## src/rtl/numbo_regfile.sv

```systemverilog
// Eight BCD digit registers stepped by an instruction thread (run mode) or
// by two push-buttons (edit mode), with zero/overflow/underflow flags and a display scan.
module numbo_regfile #(
    parameter int SCAN_BITS = 10
) (
    input  logic                 clk,
    input  logic                 rstb,
    input  logic                 dostep,
    input  logic [7:0]           inc_regs,
    input  logic [7:0]           dec_regs,
    input  logic                 running,
    input  logic [2:0]           edit_sel,
    input  logic                 edit_up,
    input  logic                 edit_down,
    output logic [7:0]           reg_0,
    output logic                 step_done,
    output logic [7:0]           ovf,
    output logic [7:0]           udf,
    output logic [2:0]           disp_sel,
    output logic [3:0]           disp_val
);

    logic [3:0]           regs     [8];
    logic [3:0]           regs_nxt [8];
    logic [7:0]           ovf_nxt;
    logic [7:0]           udf_nxt;
    logic [7:0]           zero_nxt;
    logic                 dostep_q;
    logic                 running_q;
    logic [2:0]           up_sh;
    logic [2:0]           down_sh;
    logic [SCAN_BITS-1:0] presc;

    logic step_fire;
    logic run_rise;
    logic up_edge;
    logic down_edge;

    // Histories reset high so levels held across reset release look like no edge.
    assign step_fire = dostep & ~dostep_q & running;
    assign run_rise  = running & ~running_q;
    assign up_edge   = up_sh[1] & ~up_sh[2];
    assign down_edge = down_sh[1] & ~down_sh[2];

    always_comb begin
        regs_nxt = regs;
        ovf_nxt  = ovf;
        udf_nxt  = udf;
        if (step_fire) begin
            for (int i = 0; i < 8; i++) begin
                case ({inc_regs[i], dec_regs[i]})
                    2'b10: begin
                        if (regs[i] >= 4'd9) begin
                            regs_nxt[i] = 4'd0;
                            ovf_nxt[i]  = 1'b1;
                        end else begin
                            regs_nxt[i] = regs[i] + 4'd1;
                        end
                    end
                    2'b01: begin
                        if (regs[i] == 4'd0) begin
                            udf_nxt[i] = 1'b1;
                        end else begin
                            regs_nxt[i] = regs[i] - 4'd1;
                        end
                    end
                    default: regs_nxt[i] = regs[i];
                endcase
            end
        end else if (!running && (up_edge ^ down_edge)) begin
            if (up_edge) begin
                regs_nxt[edit_sel] = (regs[edit_sel] >= 4'd9) ? 4'd0 : regs[edit_sel] + 4'd1;
            end else begin
                regs_nxt[edit_sel] = (regs[edit_sel] == 4'd0) ? 4'd9 : regs[edit_sel] - 4'd1;
            end
        end
        // Entering run mode starts a fresh flag window; the clear wins over any set.
        if (run_rise) begin
            ovf_nxt = 8'h00;
            udf_nxt = 8'h00;
        end
        for (int i = 0; i < 8; i++) begin
            zero_nxt[i] = (regs_nxt[i] == 4'd0);
        end
    end

    always_ff @(posedge clk) begin
        if (!rstb) begin
            for (int i = 0; i < 8; i++) begin
                regs[i] <= 4'd0;
            end
            reg_0     <= 8'hFF;
            ovf       <= 8'h00;
            udf       <= 8'h00;
            step_done <= 1'b0;
            dostep_q  <= 1'b1;
            running_q <= 1'b1;
            up_sh     <= 3'b111;
            down_sh   <= 3'b111;
        end else begin
            regs      <= regs_nxt;
            reg_0     <= zero_nxt;
            ovf       <= ovf_nxt;
            udf       <= udf_nxt;
            step_done <= step_fire;
            dostep_q  <= dostep;
            running_q <= running;
            up_sh     <= {up_sh[1:0], edit_up};
            down_sh   <= {down_sh[1:0], edit_down};
        end
    end

    always_ff @(posedge clk) begin
        if (!rstb) begin
            presc    <= '0;
            disp_sel <= 3'd0;
        end else begin
            presc <= presc + {{(SCAN_BITS-1){1'b0}}, 1'b1};
            if (presc == {SCAN_BITS{1'b1}}) begin
                disp_sel <= disp_sel + 3'd1;
            end
        end
    end

    assign disp_val = regs[disp_sel];

endmodule

```

## config.mk

```make
export PLATFORM = sky130hd
export DESIGN_NAME = numbo_regfile
export DESIGN_NICKNAME = d
export VERILOG_FILES = /design/src/rtl/numbo_regfile.sv
export SDC_FILE = /design/constraint.sdc
export NUM_CORES = 1
export LEC_CHECK = 0
export CAP_MARGIN = 0
export CORE_ASPECT_RATIO = 0.6
export CORE_MARGIN = 2
export CORE_UTILIZATION = 42
export DETAILED_ROUTE_END_ITERATION = 10
export HOLD_SLACK_MARGIN = 0.08
export PLACE_DENSITY = 0.6
export SETUP_SLACK_MARGIN = 0.5
export SLEW_MARGIN = 15
export SYNTH_ARGS = -nofsm -noshare
export SYNTH_HDL_FRONTEND = slang
export SYNTH_SLANG_ARGS = --single-unit
```

## constraint.sdc

```tcl
create_clock -name clk -period 5.6 [get_ports clk]
set_clock_uncertainty 0.15 [all_clocks]
set_input_delay 1.4 -clock clk [delete_from_list [all_inputs] [get_ports clk]]
set_output_delay 1.4 -clock clk [all_outputs]
set_load 0.05 [all_outputs]
```

==> results of run 1 <==
==> final timing paths <==
check	from	to	slack, ns	depth (start not counted)
min reg2reg	up_sh[0]	up_sh[1]	0.26	1
max	edit_sel[1]	reg_0[0]	0.84	13
max reg2reg	regs[5]	reg_0[0]	2.27	12
min	up_sh[0]	up_sh[1]	0.26	1
==> synthesized netlist by cell type, drive strengths merged (4+ instances only) <==
cell / instances
a211oi: 14
a21o: 4
a21oi: 45
a31oi: 21
a41oi: 4
and2: 11
and3: 4
buf: 11
clkbuf: 26
dfxtp: 78
ha: 47
inv: 54
mux2: 7
mux2i: 14
mux4: 12
nand2: 42
nand2b: 20
nand3: 13
nand4: 4
nor2: 75
nor2b: 11
nor3: 23
nor3b: 15
nor4: 11
o211ai: 5
o21a: 9
o21ai: 62
o221ai: 4
o22ai: 6
o311ai: 5
o31ai: 6
or3: 9
xor2: 6
==> cell families after synthesis <==
| kind of cell | synth area share (%) |
|---|---|
| AO/OA/AOI/OAI | 24.73 |
| XOR/XNOR | 1.369 |
| adder cells (fa/ha/maj) | 10.21 |
| buffers and inverters | 6.388 |
| flip-flops | 27.12 |
| multiplexers | 8.996 |
| AND/OR/NAND/NOR | 21.19 |
==> layer usage <==
layer	routed length [µm]	up-vias
li1	-	2673
met1	8945	2662
met2	7418	176
met3	905	10
met4	102	0
met5	0	-
==> layout make-up <==
cell class / count / area, µm² / share of cell area, %
inverters: 55 / 211.5 / 3.128
flip-flops and latches: 78 / 1562 / 23.10
repair buffers: 64 / 620.6 / 9.182
multi-input cells: 543 / 3836 / 56.76
clock inverters: 4 / 53.80 / 0.7960
clock buffers: 12 / 256.5 / 3.795
well taps: 175 / 219.0 / 3.240
==> through the flow <==
| step | total power, mW | hold slack, ns | utilization [%] |
|---|---|---|---|
| after floorplan | 0.7817 | 0.2363 | - |
| after global placement | 0.8662 | 0.2561 | 47.76 |
| after detailed placement | 0.8725 | 0.2501 | 47.76 |
| after CTS | 1.484 | 0.2629 | 50.06 |
| after global routing | 1.536 | 0.2720 | 50.06 |
| final | 1.477 | 0.2597 | 50.06 |
==> flip-flops by register name (all words and copies together), names as in the netlist <==
name / cells
disp_sel: 3
presc: 10
regs: 32
up_sh: 3
udf: 8
down_sh: 3
reg_0: 8
dostep_q: 1
running_q: 1
step_done: 1
ovf: 8
==> power groups by stage <==
stage	combinational [mW]	sequential (mW)	clock (mW)
4_1_cts	0.265	0.597	0.622
6_report	0.268	0.599	0.610
3_3_place_gp	0.257	0.609	0
2_1_floorplan	0.164	0.617	0
5_1_grt	0.290	0.600	0.646
3_5_place_dp	0.263	0.610	0
==> results.py, run 1 <==
metrics = {
    "outcome": {
        "run_status": "complete, no violations",
    },
    "power": {
        "internal_power_mw": 1.047,
        "seqPwrFrac_pct": 40.6,
        "switching_power_uw": 429.8,
        "p_leak_nw": 2.618,
        "pwr-share-comb_pct": 18.1,
        "netSwitchingFraction_pct": 29.11,
        "vdd_drop_max_mv": 0.1200,
        "power_frac_clock_pct": 41.3,
        "power_density_nw_per_um2": 218.5,
    },
    "sta": {
        "period_share_pct": 84.96,
        "setup_slack_ns": 0.8424,
        "final.min_clock_period_ns": 4.758,
        "tns_ns": 0,
        "report.final.setup_viol": 0,
        "slew_headroom_pct": 40.54,
        "slew_violations": 0,
        "tightest_slew_ns": 0.8851,
        "fmax_mhz": 210.2,
        "hold_violations": 0,
        "rsz0062_at_grt": "false",
    },
    "finish": {
        "area_growth_pct": 17.38,
        "final_cell_mix": "78 x dfxtp_1, 73 x nor2_1, 58 x o21ai_0",
        "antenna_cells": 0,
        "final_area_um2": 6759,
        "final_cells": 931,
        "nNetsFinal": 823,
        "fillers": 1310,
        "drive_gt1_share_pct": 8.598,
        "mostFrequentLayoutCell": "dfxtp_1",
    },
    "detailed_routing": {
        "via_per_inst": 5.930,
        "totalWireLength_um": 17370,
        "detail_route.iter0.violations": 434,
        "final_antenna_net_count": 0,
        "wire_per_inst_um": 18.66,
        "dr_total_vias": 5521,
        "dr.pass1.iters": 5,
        "drc_errors": 0,
    },
    "placed_design": {
        "dpl_cell_area_um2": 6449,
        "pre_cts_slack_ns": 0.6206,
        "port-buffer-count": 56,
        "hpwl_um": 12940,
        "gp_congestion": 0.8877,
        "dp.cells": 915,
    },
    "worst_setup_path": {
        "crit_required_ns": 5.69,
        "path_cells": "clkdlybuf4s50_1 > nand2b_1 > o22ai_1 > a21oi_1 > and2_1 > ha_1 > nor2b_1 > and2_4 > nor2_2 > o22ai_2 > nor2_1 > a21oi_1 > nor4_1",
        "slowest_delay_ns": 0.86,
        "worst_setup_path_end_kind": "register",
        "cp_max_fo": 13,
        "slowest_stage": "clkdlybuf4s50_1",
        "cpMostUsedCell": "a21oi_1",
        "critPathBufInv": 1,
        "setup.worst_path.start_class": "input pin",
        "cp.arrival_ns": 4.84,
        "crit_family": "simple AND/OR/NAND/NOR gates",
        "path_class": "input pin to register",
    },
    "cts": {
        "post_cts_buffers": 0,
        "cts_tree": "done",
        "cts-root-buf": "clkbuf_16",
        "numCtsBuffers": 9,
        "insertion_delay_ns": 0.34,
        "cts.clk_slew.worst_paths_ns": 0.06,
        "cts_max_path_buffers": 2,
        "postCtsHoldBufs": 0,
        "cts.sinks": 78,
        "cts_resized": 0,
        "htreeDepth": 3,
    },
    "yosys": {
        "syn_avg_cell_area_um2": 8.076,
        "yosys.area.top_type_share_pct": 27.12,
        "synth_edf_count": 0,
        "yosysWarnings": 0,
        "synth_cell_types": 74,
        "synth_largest_area_cell": "dfxtp_1",
        "synth_area_leaders": "dfxtp_1 27%, ha_1 10%, o21ai_0 5.0%",
        "yosysSeqAreaShare_pct": 27.12,
        "synthFlopType": "dfxtp_1",
        "async_reset_ff_share_pct": 0,
        "synthCells": 713,
        "synthesis.nets": 785,
        "ys_ff_latch": 78,
        "netlist_area_um2": 5758,
    },
    "grt": {
        "grt_pass1_vias": 5140,
        "met3_usage_pct": 3.763,
        "antenna_found_initial": 0,
        "grt_pass1_wl_um": 27660,
        "gr-usage-all-layers_pct": 23.97,
        "busiest_layer": "met2",
        "gr-usage-met2_pct": 37.11,
        "grt_start_max_net_pins": 33,
        "grt-ovfl-total": 0,
        "met1_usage_pct": 35.54,
    },
    "die": {
        "rows": 33,
        "fp.dieArea_um2": 14690,
        "fp.dieW_um": 155.2,
        "io_pins": 57,
        "dieHeight_um": 94.70,
        "core-area_um2": 13500,
        "start_util_pct": 42.65,
    },
    "hold_path": {
        "holdCritPathClass": "register to register",
    },
    "flow_run": {
        "drv_cap": 0,
    },
}
Power figures use the tool's default switching activity.
==> run 2: changes to the inputs <==
Clock period 5.6 ns to 5 ns, I/O delays scaled along.
==> run 2 against run 1 <==
Net effect: total power rose by 8.5%; die area stayed put; sequential power is 12% higher; critical endpoint is now reg_0[5]; largest power group is now registers.
==> results.py, run 2 (synthesis gave the netlist of run 1 again) <==
metrics = {
    "worst_setup_path": {
        "cp_max_fo": 9,
        "path_cells": "clkdlybuf4s50_1 > nand2b_1 > o22ai_1 > a21oi_1 > and2_1 > ha_1 > nor2b_1 > and2_4 > nand2_1 > o41ai_2 > mux2i_4 > a211oi_2 > nor4_1",
        "path_class": "input pin to register",
        "crit_required_ns": 5.10,
        "setup.worst_path.start_class": "input pin",
        "worst_setup_path_end_kind": "register",
        "cp.arrival_ns": 4.37,
        "slowest_delay_ns": 0.71,
        "slowest_stage": "clkdlybuf4s50_1",
    },
    "hold_path": {
        "holdCritPathClass": "register to register",
    },
    "cts": {
        "cts_tree": "done",
        "cts-root-buf": "clkbuf_16",
        "cts_max_path_buffers": 2,
        "htreeDepth": 3,
        "numCtsBuffers": 9,
        "post_cts_buffers": 0,
        "postCtsHoldBufs": 0,
        "cts.clk_slew.worst_paths_ns": 0.07,
        "cts_resized": 0,
        "cts.sinks": 78,
        "insertion_delay_ns": 0.35,
    },
    "power": {
        "pwr-share-comb_pct": 18.9,
        "p_leak_nw": 2.635,
        "power_density_nw_per_um2": 237.1,
        "power_frac_clock_pct": 39.3,
        "switching_power_uw": 502.4,
        "vdd_drop_max_mv": 0.1272,
        "internal_power_mw": 1.100,
        "seqPwrFrac_pct": 41.8,
        "power.total_mw": 1.602,
        "netSwitchingFraction_pct": 31.36,
    },
    "sta": {
        "hold_violations": 0,
        "tightest_slew_ns": 0.8660,
        "rsz0062_at_grt": "false",
        "slew_violations": 0,
        "fmax_mhz": 234.2,
        "tns_ns": 0,
        "report.final.setup_viol": 0,
        "slew_headroom_pct": 41.82,
        "period_share_pct": 85.40,
        "final.min_clock_period_ns": 4.270,
    },
    "detailed_routing": {
        "dr_total_vias": 5604,
        "final_antenna_net_count": 0,
        "detail_route.iter0.violations": 509,
        "wire_per_inst_um": 18.45,
        "dr.pass1.iters": 5,
        "totalWireLength_um": 17190,
        "drc_errors": 0,
        "via_per_inst": 6.013,
    },
    "die": {
        "fp.dieW_um": 155.2,
        "io_pins": 57,
        "core-area_um2": 13500,
        "dieHeight_um": 94.70,
        "rows": 33,
        "fp.dieArea_um2": 14690,
        "start_util_pct": 42.65,
    },
    "finish": {
        "area_growth_pct": 17.34,
        "final_cell_mix": "78 x dfxtp_1, 72 x nor2_1, 58 x o21ai_0",
        "nNetsFinal": 824,
        "drive_gt1_share_pct": 8.983,
        "largest_reg_flops": 32,
        "top_register": "regs",
        "reg.largest.list": "regs (32), presc (10)",
        "antenna_cells": 0,
        "mostFrequentLayoutCell": "dfxtp_1",
    },
    "outcome": {
        "run_status": "complete, no violations",
    },
    "placed_design": {
        "gp_congestion": 0.8895,
        "hpwl_um": 12580,
        "port-buffer-count": 56,
    },
    "grt": {
        "grt_pass1_vias": 5187,
        "antenna_found_initial": 0,
        "grt_pass1_wl_um": 27150,
        "gr-usage-all-layers_pct": 23.80,
        "grt-ovfl-total": 0,
        "grt_start_max_net_pins": 33,
    },
    "flow_run": {
        "drv_cap": 0,
    },
}
-- run 2: final cells by class --
type	instances	area, µm²
Fill cell	1278	6745
Multi-Input combinational cell	543	3850
Clock inverter	7	56.30
Tap cell	175	219.0
Inverter	55	211.5
Timing Repair Buffer	65	633.1
Sequential cell	78	1562
Clock buffer	9	225.2
-- run 2: worst max-delay path, delay by kind of cell --
family / cells / cell delay [ns]
AOI/OAI and AO/OA: 4 / 0.58
adders and majority gates: 1 / 0.25
buffers and inverters: 1 / 0.71
muxes: 1 / 0.47
and+or+nand+nor: 6 / 1.12
-- run 2: power by group through the flow --
stage               Sequential (mW)  Clock, mW  Combinational, mW
finish                        0.669      0.629              0.303
global route                  0.672      0.671              0.328
CTS                           0.668      0.647              0.297
detailed placement            0.682          0              0.295
global placement              0.682          0              0.288
floorplan                     0.691          0              0.184
-- run 2: per-layer routing --
metal  share of wire (%)  wire (µm)  vias to the layer above  track usage (%)
li1                    -          -                     2683                -
met1                  49       8456                     2652            34.83
met2                  40       6962                      242            33.48
met3                 8.1       1400                       27            5.782
met4                 2.2        374                        0            8.951
met5                   0          0                        -                0
-- run 2: path summary, 6_finish.rpt --
path,cells after the start,startpoint,slack [ns],endpoint
worst min register to register,1,down_sh[0],0.26,down_sh[1]
worst max register to register,12,regs[9],1.82,reg_0[5]
worst min-delay path,1,down_sh[0],0.26,down_sh[1]
worst max-delay path,13,edit_sel[1],0.73,reg_0[5]
-- run 2: metrics by stage --
stage                     worst slack (ns)  cells  instance area, µm²  util [%]  hold slack, ns
final                               0.7302    932                6756     50.04          0.2634
after global routing                0.5492    932                6756     50.04          0.2995
after CTS                           0.5363    932                6738     49.90          0.2681
after detailed placement            0.1881    916                6456     47.82          0.2488
after global placement              0.3331    916                6456     47.82          0.2532
after floorplan                     0.7836    713                5758         -          0.2363
